==> config.mk <==
export PLATFORM = sky130hd
export DESIGN_NAME = wptr_level_flat
export DESIGN_NICKNAME = d
export VERILOG_FILES = /design/src/rtl/wptr_level_if.sv /design/src/rtl/wptr_level.sv /design/src/flat_wrapper.sv
export SDC_FILE = /design/constraint.sdc
export NUM_CORES = 1
export LEC_CHECK = 0
export CORE_UTILIZATION = 42
export CTS_BUF_LIST = sky130_fd_sc_hd__clkbuf_16
export DETAILED_ROUTE_END_ITERATION = 16
export PLACE_DENSITY = 0.73
export SLEW_MARGIN = 20
export SYNTH_ARGS = -nofsm -noshare
export SYNTH_HDL_FRONTEND = slang
export SYNTH_SLANG_ARGS = --single-unit
export TNS_END_PERCENT = 100
==> constraint.sdc <==
create_clock -name wclk -period 2.6 [get_ports wclk]
set_input_delay 0.52 -clock wclk [delete_from_list [all_inputs] [get_ports wclk]]
set_output_delay 0.52 -clock wclk [all_outputs]
set_load 0.01 [all_outputs]
==> src/rtl/wptr_level_if.sv <==
// Write-side bundle of the async FIFO write-pointer block: client handshake,
// RAM write port, cross-domain pointers and fill-level/flag outputs.
interface wptr_level_if #(
  parameter int ADDRSIZE = 4
);
  logic                winc;
  logic                ovf_clr;
  logic [ADDRSIZE:0]   rptr;
  logic [ADDRSIZE:0]   afull_thresh;
  logic                wen;
  logic [ADDRSIZE-1:0] waddr;
  logic [ADDRSIZE:0]   wptr;
  logic                wfull;
  logic                wafull;
  logic [ADDRSIZE:0]   wlevel;
  logic                wovf;

  modport master (
    output winc, ovf_clr, rptr, afull_thresh,
    input  wen, waddr, wptr, wfull, wafull, wlevel, wovf
  );

  modport slave (
    input  winc, ovf_clr, rptr, afull_thresh,
    output wen, waddr, wptr, wfull, wafull, wlevel, wovf
  );
endinterface

==> src/rtl/wptr_level.sv <==
// Write-domain Gray pointer, rptr synchroniser, exact fill level and
// full / almost-full / sticky-overflow flags for the async FIFO.
module wptr_level #(
  parameter int ADDRSIZE    = 4,
  parameter int SYNC_STAGES = 2
) (
  input  logic        wclk,
  input  logic        wrst,
  wptr_level_if.slave bus
);
  localparam int A = ADDRSIZE;
  localparam logic [A:0] DEPTH = {1'b1, {A{1'b0}}};

  logic [A:0] wbin_q, wbin_d;
  logic [A:0] wptr_q, wptr_d;
  logic [A:0] wlevel_q, wlevel_d;
  logic       wfull_q, wfull_d;
  logic       wafull_q, wafull_d;
  logic       wovf_q, wovf_d;
  logic [A:0] sq_q [SYNC_STAGES];
  logic [A:0] sq_d [SYNC_STAGES];
  logic [A:0] rq;
  logic [A:0] rbin_s;
  logic       wen;

  always_comb begin
    rq     = sq_q[SYNC_STAGES-1];
    rbin_s = '0;
    // Gray-to-binary: each binary bit is the XOR of all Gray bits at or above it
    for (int i = 0; i <= A; i++) begin
      rbin_s[i] = ^(rq >> i);
    end

    wen      = bus.winc & ~wfull_q;
    wbin_d   = wbin_q + {{A{1'b0}}, wen};
    wptr_d   = (wbin_d >> 1) ^ wbin_d;
    wlevel_d = wbin_d - rbin_s;
    wfull_d  = (wlevel_d == DEPTH);
    wafull_d = (wlevel_d >= bus.afull_thresh);
    // A rejected write sets overflow even when a clear arrives in the same cycle
    wovf_d   = (bus.winc & wfull_q) | (wovf_q & ~bus.ovf_clr);

    sq_d[0] = bus.rptr;
    for (int i = 1; i < SYNC_STAGES; i++) begin
      sq_d[i] = sq_q[i-1];
    end
  end

  always_ff @(posedge wclk) begin
    if (wrst) begin
      wbin_q   <= '0;
      wptr_q   <= '0;
      wlevel_q <= '0;
      wfull_q  <= 1'b0;
      wafull_q <= 1'b0;
      wovf_q   <= 1'b0;
      for (int i = 0; i < SYNC_STAGES; i++) begin
        sq_q[i] <= '0;
      end
    end else begin
      wbin_q   <= wbin_d;
      wptr_q   <= wptr_d;
      wlevel_q <= wlevel_d;
      wfull_q  <= wfull_d;
      wafull_q <= wafull_d;
      wovf_q   <= wovf_d;
      for (int i = 0; i < SYNC_STAGES; i++) begin
        sq_q[i] <= sq_d[i];
      end
    end
  end

  assign bus.wen    = wen;
  assign bus.waddr  = wbin_q[A-1:0];
  assign bus.wptr   = wptr_q;
  assign bus.wfull  = wfull_q;
  assign bus.wafull = wafull_q;
  assign bus.wlevel = wlevel_q;
  assign bus.wovf   = wovf_q;
endmodule

==> src/flat_wrapper.sv <==
// flat-port wrapper written by rule: the top's interface ports become plain ports
module wptr_level_flat 
#(
  parameter int ADDRSIZE    = 4,
  parameter int SYNC_STAGES = 2
)
  (wclk, wrst, bus_winc, bus_ovf_clr, bus_rptr, bus_afull_thresh, bus_wen, bus_waddr, bus_wptr, bus_wfull, bus_wafull, bus_wlevel, bus_wovf);
  wptr_level_if #(.ADDRSIZE(ADDRSIZE)) bus_i ();
  input  logic wclk;
  input  logic wrst;
  input wire logic [$bits(bus_i.winc)-1:0] bus_winc;
  input wire logic [$bits(bus_i.ovf_clr)-1:0] bus_ovf_clr;
  input wire logic [$bits(bus_i.rptr)-1:0] bus_rptr;
  input wire logic [$bits(bus_i.afull_thresh)-1:0] bus_afull_thresh;
  output wire logic [$bits(bus_i.wen)-1:0] bus_wen;
  output wire logic [$bits(bus_i.waddr)-1:0] bus_waddr;
  output wire logic [$bits(bus_i.wptr)-1:0] bus_wptr;
  output wire logic [$bits(bus_i.wfull)-1:0] bus_wfull;
  output wire logic [$bits(bus_i.wafull)-1:0] bus_wafull;
  output wire logic [$bits(bus_i.wlevel)-1:0] bus_wlevel;
  output wire logic [$bits(bus_i.wovf)-1:0] bus_wovf;
  assign bus_i.winc = bus_winc;
  assign bus_i.ovf_clr = bus_ovf_clr;
  assign bus_i.rptr = bus_rptr;
  assign bus_i.afull_thresh = bus_afull_thresh;
  assign bus_wen = bus_i.wen;
  assign bus_waddr = bus_i.waddr;
  assign bus_wptr = bus_i.wptr;
  assign bus_wfull = bus_i.wfull;
  assign bus_wafull = bus_i.wafull;
  assign bus_wlevel = bus_i.wlevel;
  assign bus_wovf = bus_i.wovf;
  wptr_level #(.ADDRSIZE(ADDRSIZE), .SYNC_STAGES(SYNC_STAGES)) u_core (.wclk(wclk), .wrst(wrst), .bus(bus_i));
endmodule
==> results_dict.tcl, run 1 <==
set metrics [dict create \
    met1Wirelength_um 905 \
    finalCritPeriodShare_pct 109 \
    final_common_cell "sky130_fd_sc_hd__clkdlybuf4s50_1" \
    violations "setup timing" \
    layout-drive-gt1-share_pct 24.6 \
    critical_path_endpoint_category "register" \
    core-area_um2 2570 \
    timing_max_transition_violations_final 0 \
    met2_layer_wire_length_in_the_routed_design_um 1160 \
    met3_length_um 122 \
    outcome "complete, but fails checks" \
    port_buffers 31 \
    post_cts_hold_buffer_count 0 \
    postLayoutSetupSlackWorst_ps -236 \
    critPathMostFrequentCell "sky130_fd_sc_hd__a21o_1" \
    post_drt_via_cell_ratio 4.59 \
    groute.usage.overall_pct 18.1 \
    clk-insertion-delay-late_ps 260 \
    setup_repair_after_global_routing_missed_its_margin "true" \
    areaGrowthSynthToFinish_pct 54.5 \
    detailedPlacementHpwl_um 1680 \
    antenna_left 0 \
    avgRoutedWirePerCell_um 11.1 \
    cts_tree "built" \
    hold_ws_ps 438 \
    maxCapViolations 0 \
    setup_slack_of_the_worst_register_to_register_path_ps -240 \
    synth_enable_flop_cells 0 \
    critical_path_class "reg2reg" \
    fillerInstances 204 \
    postRouteWirelength_um 2230 \
    critical_path.startpoint_type "register" \
    synth_warnings 0 \
    post-route-min-period_ps 2840 \
    r2r_cells 14 \
    global_route.overflow_total 0 \
    worst_ep_arrival_time_ps 2980 \
    critical_path_peak_fanout 2 \
    initial_cell_density_of_the_core_pct 45.8 \
    post-route-drc-count 0 \
    critical_path.cell_chain "xnor2_4, xor2_2, xor2_2, buf_4, buf_4, inv_2, fa_1, inv_1, ha_1, a21o_1, a21o_1, a21o_1, a21oi_1, nor2_1" \
    clkSinkCount 27 \
    min-delay-path-class "reg2reg" \
    grt_max_degree 28 \
    grt_pass1_wl_um 3730 \
    total_vias_in_the_final_route 923 \
    top_level_ports 32 \
    synth_flop_cell "sky130_fd_sc_hd__dfxtp_1" \
    tns_ps -236 \
    hold_start "u_core.sq_q[0][1]$_SDFF_PP0_" \
    cts_h_tree_lvls 1 \
    die_extent_in_x_um 54.9 \
    final_report_hold_violation_count 0 \
    cp_slowest_stage_delay_ps 530 \
    pwr_density_cell_nw_per_um2 714 \
    tightestPinTransition_ps 308 \
    mappedNetlistArea_um2 1180 \
    final-setup-viol-count 1 \
    antenna_found_initial 0 \
    postSynthRegisterBits 27 \
    post_synth.cell_area_avg_um2 10.2 \
    synth-async-reset-ratio_pct 0 \
    cts_root_buffer "sky130_fd_sc_hd__clkbuf_16" \
    design.final.nets 196 \
    globalplace.congestion 0.737 \
    cts_buffers 3 \
    critical_path_required_ps 2750 \
    postSynthNetCount 139 \
    ys_seq_area_share_pct 46.0 \
    place_ws_ps -676 \
    die_height_um 54.9 \
    routed.top_layer "met4" \
    clock_tree.buffer_depth 2 \
    final.setup_skew_ps 3.13 \
    worst_path_max_delay_cell "sky130_fd_sc_hd__fa_1" \
    slew_headroom_pct 79.3 \
    drt-initial-drc-count 4 \
    antenna-diode-count 0 \
    crit_start "u_core.sq_q[0][8]$_SDFF_PP0_" \
    peakVddDrop_mv 0.551 \
    netlist_instances 115 \
    endpoint "u_core.bus.wafull$_SDFF_PP0_" \
    r2r_start "u_core.sq_q[0][8]$_SDFF_PP0_" \
    synth_cell_type_count 22 \
    post-route-cell-area_um2 1820 \
    std_cell_rows 18 \
    most-common-layout-cells "sky130_fd_sc_hd__clkdlybuf4s50_1, sky130_fd_sc_hd__dfxtp_1, sky130_fd_sc_hd__buf_4, sky130_fd_sc_hd__nor2_1, sky130_fd_sc_hd__nor2b_1" \
    r2r_end "u_core.bus.wafull$_SDFF_PP0_" \
    max_clock_freq_ghz 0.353 \
    grt_pass1_vias 907 \
    postPlaceCellArea_um2 1650 \
    cts.clk_slew.worst_paths_ps 60 \
    tritonroute_pass_1_iters 4 \
    die-area_um2 3020 \
    cellLeakagePower_nw 0.817 \
]
worst min-delay path by stage:
stage	end	slack, ps	depth (start not counted)
floorplan	u_core.sq_q[0][5]$_SDFF_PP0_	410	1
global placement	u_core.sq_q[0][9]$_SDFF_PP0_	420	1
detailed placement	u_core.sq_q[0][8]$_SDFF_PP0_	420	1
CTS	u_core.sq_q[0][8]$_SDFF_PP0_	440	1
global route	u_core.sq_q[0][6]$_SDFF_PP0_	450	1
finish	u_core.sq_q[0][6]$_SDFF_PP0_	440	1
what timing repair did:
item                                    CTS  global route
endpoints found under the setup margin    3             3
pin swaps                                13             8
endpoints found under the hold margin     0             0
gates resized for setup                   7             5
gates cloned                              0             0
buffers inserted                          7             0
synthesized netlist by cell type (2+ instances only):
| cell type | instances | area, µm² |
|---|---|---|
| sky130_fd_sc_hd__nor2_1 | 15 | 56.3 |
| sky130_fd_sc_hd__clkbuf_1 | 3 | 11.3 |
| sky130_fd_sc_hd__dfxtp_1 | 27 | 541 |
| sky130_fd_sc_hd__nor2b_1 | 15 | 93.8 |
| sky130_fd_sc_hd__a221oi_2 | 2 | 30.0 |
| sky130_fd_sc_hd__xnor2_1 | 8 | 70.1 |
| sky130_fd_sc_hd__nand2b_1 | 2 | 12.5 |
| sky130_fd_sc_hd__inv_1 | 10 | 37.5 |
| sky130_fd_sc_hd__a21o_1 | 3 | 22.5 |
| sky130_fd_sc_hd__a21oi_1 | 3 | 15.0 |
| sky130_fd_sc_hd__ha_1 | 9 | 113 |
| sky130_fd_sc_hd__xor2_1 | 8 | 70.1 |
stage by stage:
stage / total power, mW / util, % / instances
6_report: 1.30 / 70.8 / 201
5_1_grt: 1.38 / 70.8 / 201
4_1_cts: 1.31 / 70.1 / 201
3_5_place_dp: 0.943 / 64.2 / 190
3_3_place_gp: 0.927 / 64.2 / 190
2_1_floorplan: 0.722 / - / 115
power breakdown:
part	internal [mW]	switching [mW]
sequential	0.458	0.0188
combinational	0.280	0.193
clock	0.208	0.140
total	0.945	0.351
layer usage:
metal | up-vias | track usage [%]
met5 | - | 0
met4 | 0 | 8.75
met3 | 5 | 4.37
met2 | 28 | 33.7
met1 | 418 | 18.8
li1 | 472 | -
layout make-up:
cell class / count / area (µm²) / area share (%)
Tap cell: 30 / 37.5 / 2.07
Multi-Input combinational cell: 75 / 627 / 34.5
Clock inverter: 1 / 5.00 / 0.275
Inverter: 10 / 37.5 / 2.07
Clock buffer: 3 / 75.1 / 4.13
Timing Repair Buffer: 55 / 489 / 26.9
Sequential cell: 27 / 546 / 30.0
flip-flops by register name, indices dropped and copies added (netlist names):
| signal | count |
|---|---|
| u_core.bus.wafull | 1 |
| u_core.bus.wfull | 1 |
| u_core.bus.wlevel | 5 |
| u_core.bus.wovf | 1 |
| u_core.bus.wptr | 5 |
| u_core.sq_q | 10 |
| u_core.wbin_q | 4 |
kinds of logic after synthesis:
group,after synthesis,share of synthesized area (%)
simple gates,39,18.2
flops,27,46.0
xor+xnor,18,14.7
buf+inv,13,4.15
fa+ha+maj,10,11.3
compound gates,8,5.74
critical path, delay by kind of cell (launching register included):
family,cells,cell delay [ps]
AO/OA/AOI/OAI,4,590
XOR/XNOR,3,600
adder cells (fa/ha/maj),2,790
buffers and inverters,4,320
flip-flops,1,360
AND/OR/NAND/NOR,1,50
Power figures use the tool's default switching activity.
==> inputs of run 2 (changes only) <==
--- a/config.mk
+++ b/config.mk
@@ -7,6 +7,7 @@
 export LEC_CHECK = 0
 export CORE_UTILIZATION = 42
 export CTS_BUF_LIST = sky130_fd_sc_hd__clkbuf_16
+export CTS_CLUSTER_DIAMETER = 200
 export DETAILED_ROUTE_END_ITERATION = 16
 export PLACE_DENSITY = 0.73
 export SLEW_MARGIN = 20
==> results of run 2 <==
Same layout as run 1: the final DEF is identical, and so are final timing and power.
